`config.mk`:
```
export PLATFORM = sky130hd
export DESIGN_NAME = rom_reader_flat
export DESIGN_NICKNAME = d
export VERILOG_FILES = /design/src/rtl/rom_reader_if.sv /design/src/rtl/rom_reader.sv /design/src/flat_wrapper.sv
export SDC_FILE = /design/constraint.sdc
export NUM_CORES = 1
export LEC_CHECK = 0
export CAP_MARGIN = 20
export CORE_MARGIN = 3
export CORE_UTILIZATION = 45
export CTS_CLUSTER_DIAMETER = 100
export DETAILED_ROUTE_END_ITERATION = 16
export DONT_BUFFER_PORTS = 1
export GPL_ROUTABILITY_DRIVEN = 1
export PLACE_DENSITY_LB_ADDON = 0.3
export RECOVER_POWER = 100
export SETUP_SLACK_MARGIN = 0.5
export SLEW_MARGIN = 20
export SYNTH_ARGS = -nofsm -noshare
export SYNTH_HDL_FRONTEND = slang
export SYNTH_SLANG_ARGS = --single-unit
```
`constraint.sdc`:
```
create_clock -name clock -period 2.65 [get_ports clock]
set_input_delay 0.6625 -clock clock [delete_from_list [all_inputs] [get_ports clock]]
set_output_delay 0.6625 -clock clock [all_outputs]
set_load 0.02 [all_outputs]
```
`src/rtl/rom_reader_if.sv`:
```
// Bundle between rom_reader, the synchronous ROM it reads and the downstream consumer.
// master = the reader itself, slave = the surrounding command source, ROM and sink.
interface rom_reader_if #(
    parameter int DATA_WIDTH = 8,
    parameter int ADDR_WIDTH = 3
);
    logic                  start;
    logic [ADDR_WIDTH-1:0] start_addr;
    logic [ADDR_WIDTH:0]   len;
    logic                  busy;
    logic                  done;
    logic                  rom_en;
    logic [ADDR_WIDTH-1:0] rom_addr;
    logic [DATA_WIDTH-1:0] rom_data;
    logic [DATA_WIDTH-1:0] out_data;
    logic                  out_valid;
    logic                  out_ready;
    logic [DATA_WIDTH-1:0] checksum;

    modport master (
        input  start, start_addr, len, rom_data, out_ready,
        output busy, done, rom_en, rom_addr, out_data, out_valid, checksum
    );

    modport slave (
        output start, start_addr, len, rom_data, out_ready,
        input  busy, done, rom_en, rom_addr, out_data, out_valid, checksum
    );
endinterface

```
`src/rtl/rom_reader.sv`:
```
// Reads len words from a 1-cycle-latency ROM and streams them out; optional running sum under ROM_READER_CHECKSUM_EN.
// Latency: first out_valid 3 cycles after start is sampled; 3 cycles per word with out_ready held high.
// Backpressure: word held in SEND until out_ready; the ROM is only read in READ, so stalls never re-read.
module rom_reader #(
    parameter int DATA_WIDTH = 8,
    parameter int ADDR_WIDTH = 3
) (
    input  logic         clock,
    input  logic         reset,
    rom_reader_if.master bus
);
    typedef enum logic [1:0] {IDLE, READ, CAPT, SEND} state_t;

    localparam logic [ADDR_WIDTH:0]   CNT_ONE  = 1;
    localparam logic [ADDR_WIDTH-1:0] ADDR_ONE = 1;

    state_t                state, state_nxt;
    logic [ADDR_WIDTH-1:0] cur_addr;
    logic [ADDR_WIDTH:0]   remaining;
    logic [DATA_WIDTH-1:0] out_data_q;
    logic                  out_valid_q;
    logic                  done_q;
    logic                  accept;
    logic                  empty_cmd;
    logic                  xfer;
    logic                  last;

    assign accept    = (state == IDLE) && bus.start && (bus.len != '0);
    assign empty_cmd = (state == IDLE) && bus.start && (bus.len == '0);
    assign xfer      = (state == SEND) && bus.out_ready;
    assign last      = (remaining == CNT_ONE);

    always_ff @(posedge clock) begin
        if (reset) state <= IDLE;
        else       state <= state_nxt;
    end

    always_comb begin
        state_nxt = state;
        case (state)
            IDLE: if (accept) state_nxt = READ;
            READ: state_nxt = CAPT;
            CAPT: state_nxt = SEND;
            SEND: if (xfer) state_nxt = last ? IDLE : READ;
        endcase
    end

    always_ff @(posedge clock) begin
        if (reset) begin
            cur_addr    <= '0;
            remaining   <= '0;
            out_data_q  <= '0;
            out_valid_q <= 1'b0;
            done_q      <= 1'b0;
        end else begin
            done_q <= empty_cmd || (xfer && last);
            if (accept) begin
                cur_addr  <= bus.start_addr;
                remaining <= bus.len;
            end
            // ROM data is valid in CAPT, one cycle after rom_en in READ
            if (state == CAPT) begin
                out_data_q  <= bus.rom_data;
                out_valid_q <= 1'b1;
            end
            if (xfer) begin
                remaining   <= remaining - CNT_ONE;
                cur_addr    <= cur_addr + ADDR_ONE;
                out_valid_q <= 1'b0;
            end
        end
    end

`ifdef ROM_READER_CHECKSUM_EN
    logic [DATA_WIDTH-1:0] checksum_q;

    always_ff @(posedge clock) begin
        if (reset || accept) checksum_q <= '0;
        else if (xfer)       checksum_q <= checksum_q + out_data_q;
    end

    assign bus.checksum = checksum_q;
`else
    assign bus.checksum = '0;
`endif

    assign bus.busy      = (state != IDLE);
    assign bus.done      = done_q;
    assign bus.rom_en    = (state == READ);
    assign bus.rom_addr  = cur_addr;
    assign bus.out_data  = out_data_q;
    assign bus.out_valid = out_valid_q;
endmodule

```
`src/flat_wrapper.sv`:
```
// flat-port wrapper written by rule: the top's interface ports become plain ports
module rom_reader_flat 
#(
    parameter int DATA_WIDTH = 8,
    parameter int ADDR_WIDTH = 3
)
  (clock, reset, bus_start, bus_start_addr, bus_len, bus_rom_data, bus_out_ready, bus_busy, bus_done, bus_rom_en, bus_rom_addr, bus_out_data, bus_out_valid, bus_checksum);
  rom_reader_if #(.DATA_WIDTH(DATA_WIDTH), .ADDR_WIDTH(ADDR_WIDTH)) bus_i ();
  input  logic clock;
  input  logic reset;
  input wire logic [$bits(bus_i.start)-1:0] bus_start;
  input wire logic [$bits(bus_i.start_addr)-1:0] bus_start_addr;
  input wire logic [$bits(bus_i.len)-1:0] bus_len;
  input wire logic [$bits(bus_i.rom_data)-1:0] bus_rom_data;
  input wire logic [$bits(bus_i.out_ready)-1:0] bus_out_ready;
  output wire logic [$bits(bus_i.busy)-1:0] bus_busy;
  output wire logic [$bits(bus_i.done)-1:0] bus_done;
  output wire logic [$bits(bus_i.rom_en)-1:0] bus_rom_en;
  output wire logic [$bits(bus_i.rom_addr)-1:0] bus_rom_addr;
  output wire logic [$bits(bus_i.out_data)-1:0] bus_out_data;
  output wire logic [$bits(bus_i.out_valid)-1:0] bus_out_valid;
  output wire logic [$bits(bus_i.checksum)-1:0] bus_checksum;
  assign bus_i.start = bus_start;
  assign bus_i.start_addr = bus_start_addr;
  assign bus_i.len = bus_len;
  assign bus_i.rom_data = bus_rom_data;
  assign bus_i.out_ready = bus_out_ready;
  assign bus_busy = bus_i.busy;
  assign bus_done = bus_i.done;
  assign bus_rom_en = bus_i.rom_en;
  assign bus_rom_addr = bus_i.rom_addr;
  assign bus_out_data = bus_i.out_data;
  assign bus_out_valid = bus_i.out_valid;
  assign bus_checksum = bus_i.checksum;
  rom_reader #(.DATA_WIDTH(DATA_WIDTH), .ADDR_WIDTH(ADDR_WIDTH)) u_core (.clock(clock), .reset(reset), .bus(bus_i));
endmodule
```
# Word level (Yosys, flattened, before mapping)
# Index checks and enable logic that the tools add are counted.
[totals]
out_inout_bits = 23
reg_bits = 19
latch_bits = 0
ram_bits = 0
n_memories = 0
rom_bits = 0
word_cells = 35
[classes]
muxes = 8
eq_ne = 6
add_sub_neg = 2
shift = 0
div_mod_pow = 0
bitwise_logic = 0
reduce_logical = 13
multipliers = 0
order_cmp = 0
[op_table]
columns = ["operator", "count"]
rows = [
  ["$mux 4", 2],
  ["$pmux 2 s4", 1],
  ["$mux 3", 2],
  ["$logic_and 1x1->1", 5],
  ["$eq 2x2->1 const B", 2],
  ["$eq 4x1->1 const B", 1],
  ["$logic_not 4->1", 1],
  ["$mux 2", 2],
  ["$ne 2x1->1 const B", 2],
  ["$reduce_bool 2->1", 2],
  ["$reduce_bool 4->1", 1],
  ["$sub 4x1->4 const B", 1],
  ["$add 3x1->3 const B", 1],
  ["$eq 2x1->1 const B", 1],
  ["$logic_not 2->1", 1],
  ["$reduce_and 2->1", 1],
  ["$reduce_or 2->1", 1],
  ["$logic_or 1x1->1", 1],
  ["$mux 1", 1],
]

# Depth between registers and ports, before layout
[logic_depth]
word_depth = 5
mapped_depth = 7
depth_no_buf = 6

# Worst setup path before layout
# Ideal clock, no wire load.
[synth_path]
path_kind = "input port to flip-flop"
startpoint = "input bus_len[2]"
endpoint = "register u_core.remaining[3]"
required_time_ns = 2.580
cell_stages = 4
arrival_time_ns = 1.575
setup_ns = 0.070
n_path_buf = 0
path_slack_ns = 1.004
cell_sequence = "or4_4 a21oi_2 o21ai_1 a21oi_1"
[synth_between]
elab_chain_len = 3
[synth_rtl]
columns = ["item", "line_no", "rtl"]
rows = [
  ["start: declaration", "flat_wrapper.sv:13", "input wire logic [$bits(bus_i.len)-1:0] bus_len;"],
  ["$reduce_bool 4->1", "rom_reader.sv:28", "assign accept = (state == IDLE) && bus.start && (bus.len != '0);"],
  ["$logic_and 1x1->1", "rom_reader.sv:28", ""],
  ["$reduce_bool 2->1 (no source line)", "n/a", ""],
  ["end signal: assignment", "rom_reader.sv:59", "remaining <= bus.len;"],
  ["end signal: assignment", "rom_reader.sv:67", "remaining <= remaining - CNT_ONE;"],
  ["end: declaration", "rom_reader.sv:19", "logic [ADDR_WIDTH:0] remaining;"],
]
# Every way passes these cells.
# A chain may end at the register's enable or synchronous reset.

# Final worst setup path
[layout_path]
startpoint = "register u_core.state[0]"
endpoint = "output bus_busy"
[layout_between]
elab_chain_len = 1
[layout_rtl]
columns = ["item", "line_no", "rtl"]
rows = [
  ["start: declaration", "rom_reader.sv:17", "state_t state, state_nxt;"],
  ["start signal: assignment", "rom_reader.sv:35", "else state <= state_nxt;"],
  ["$reduce_bool 2->1", "rom_reader.sv:87", "assign bus.busy = (state != IDLE);"],
  ["end: declaration", "flat_wrapper.sv:16", "output wire logic [$bits(bus_i.busy)-1:0] bus_busy;"],
]
# Every way passes these cells.

==> qor.yml <==
p_switching_uw: 431
placed_cells: 135
final_cell_area_sq_mm: 0.00101
layout_common_cells: "19 x dfxtp_1, 18 x nor2_1, 9 x mux2i_1, 8 x ha_1, 8 x conb_1"
min_from: "reset"
dr.pass1.iters: 4
crit_type: "reg -> out"
layout.nets: 140
synth_cells: 115
powerDensity_mw_per_mm2: 996
gp_congestion: 0.901
synth_seq_area_share_pct: 37.1
slew_violations: 0
path_clk_slew_ns: 0.11
placed_area_sq_um: 996
r2r_end: "u_core.state[0]"
grt_max_degree: 21
worstSetupStartpointType: "flop"
routed_wl_um: 1970
clkLatencyLatePin_ns: 0.29
syn_area_sq_mm: 0.00102
stdcell_count: 139
grt_pass1_wl_um: 3060
antenna_found_initial: 0
setup_viol: 0
cts_buffers: 3
finalSetupTns_ns: 0
fmax_mhz: 518
maxCapViolCount: 0
ys_seq_elements: 19
area_growth_syn_to_layout_pct: -1.34
status: "completed"
hold_viol: 0
fin_util_pct: 49.0
finalClockSkew_ns: 0.00235
internal_power_uw: 575
post_cts_buffers: 0
io_pins: 42
cp-end-kind: "output pin"
detail-route-antenna-nets: 0
power.leakage_nw: 0.396
clkPwrFrac_pct: 14.7
cts_buffer_depth: 2
rrSetupSlack_ns: 0.81
clock-root-buffer: "clkbuf_4"
grt_pass1_vias: 715
reg2reg_depth: 6
clock_sinks: 19
ir_worst_vdd_v: 0.000516
ys_warn_count: 0
whs_path_depth: 1
post-route-period-util_pct: 72.8
hold_class: "in -> reg"
multi_input_area_sq_um: 547
die_x_um: 53.7
switching_share_pct: 42.9
dieArea_sq_mm: 0.00289
drc_errors: 0
pre_cts_ws_ns: 0.895
layout_commonest_cell: "dfxtp_1"
die_h_um: 53.7
power_frac_comb_pct: 37.7
routedWlPerCell_um: 14.2
seqPwrFrac_pct: 47.5
vias_per_cell: 5.29
drive_gt1_share_pct: 5.36
fillCellCount: 212
grt_overflow: 0
layout_min_cycle_time_ns: 1.93
fin_hold_ws_ns: 0.422
seqCellArea_sq_um: 380
place.port_buffers: 0
grtUsageTotal_pct: 14.5
critical_path_required_ns: 1.99
hold_buffers: 0
initial_core_util_pct: 49.7
min_to: "u_core.bus.out_data[6]"
cts-resized-gates: 0
cp_max_fo: 5
netlist-cell-type-count: 29
h-tree-depth: 1
setup_ws_ns: 0.721
vias: 735
drtIter0Drc: 13
synth.avg_cell_area_sq_um: 8.91
p_total_mw: 1.01
cts_tree: "done"
dpl.hpwl_um: 1550
rows: 16
r2r-start: "u_core.state[0]"
core_sq_mm: 0.00206
worstPathArrival_ns: 1.27
rsz0062_at_grt: "no"
n_antenna_cell: 0
Yosys cell counts (all sizes together):
cell | n | area (sq um)
dfxtp | 19 | 380
nor2 | 18 | 67.6
buf | 11 | 77.6
mux2i | 9 | 90.1
ha | 8 | 100
inv | 6 | 22.5
o21ai | 6 | 30.0
a211oi | 5 | 37.5
a21oi | 5 | 28.8
nand2 | 4 | 17.5
nor3 | 4 | 20.0
clkbuf | 3 | 11.3
a221oi | 2 | 23.8
a31oi | 2 | 12.5
and2 | 2 | 12.5
nor3b | 2 | 15.0
nor4 | 2 | 18.8
a32oi | 1 | 8.76
conb | 1 | 3.75
mux2 | 1 | 11.3
nand4b | 1 | 8.76
nor2b | 1 | 6.26
o22a | 1 | 8.76
or4 | 1 | 11.3
critical path: stages, from the launching register on:
cell and delay [ns]:
dfxtp_1 0.41, inv_1 0.12, ha_1 0.27, inv_1 0.17
area by class of cell:
class / instances / area share, %
multi-input cells: 83 / 54.1
flip-flops and latches: 19 / 37.6
inverters: 6 / 2.23
well taps: 27 / 3.34
clock inverters: 1 / 0.495
clock buffers: 3 / 2.23
logic make-up after synthesis:
family | count (synthesis) | share of synthesized area, %
AOI/OAI and AO/OA | 22 | 14.7
and+or+nand+nor | 35 | 17.3
muxes | 10 | 9.89
adders and majority gates | 8 | 9.77
DFF | 19 | 37.1
other | 1 | 0.366
buffers and inverters | 20 | 10.9
power groups by stage:
stage / clock network (mW) / logic, mW / registers (mW)
6_report: 0.148 / 0.380 / 0.479
5_1_grt: 0.166 / 0.434 / 0.494
4_1_cts: 0.149 / 0.398 / 0.480
3_5_place_dp: 0 / 0.395 / 0.487
3_3_place_gp: 0 / 0.384 / 0.483
2_1_floorplan: 0 / 0.360 / 0.467
flip-flops by register name (all words and copies together), names as in the netlist:
name,count
u_core.bus.done,1
u_core.bus.out_data,8
u_core.bus.out_valid,1
u_core.bus.rom_addr,3
u_core.remaining,4
u_core.state,2
layer usage:
layer / track usage, % / up-vias / share of wire [%]
li1: - / 377 / -
met1: 16.9 / 329 / 43
met2: 24.2 / 27 / 48
met3: 6.37 / 2 / 8.4
met4: 3.83 / 0 / 0.51
met5: 0 / - / 0
how the worst max path moves through the flow:
stage	startpoint	to	slack, ns	depth (start not counted)
2_1_floorplan	bus_len[2]	u_core.remaining[3]	1.00	4
3_3_place_gp	bus_len[2]	u_core.remaining[1]	0.94	4
3_5_place_dp	bus_len[2]	u_core.bus.rom_addr[1]	0.90	4
4_1_cts	u_core.state[0]	bus_busy	0.71	3
5_1_grt	u_core.state[0]	bus_busy	0.59	3
6_report	u_core.state[0]	bus_busy	0.72	3
Power figures use the tool's default switching activity.
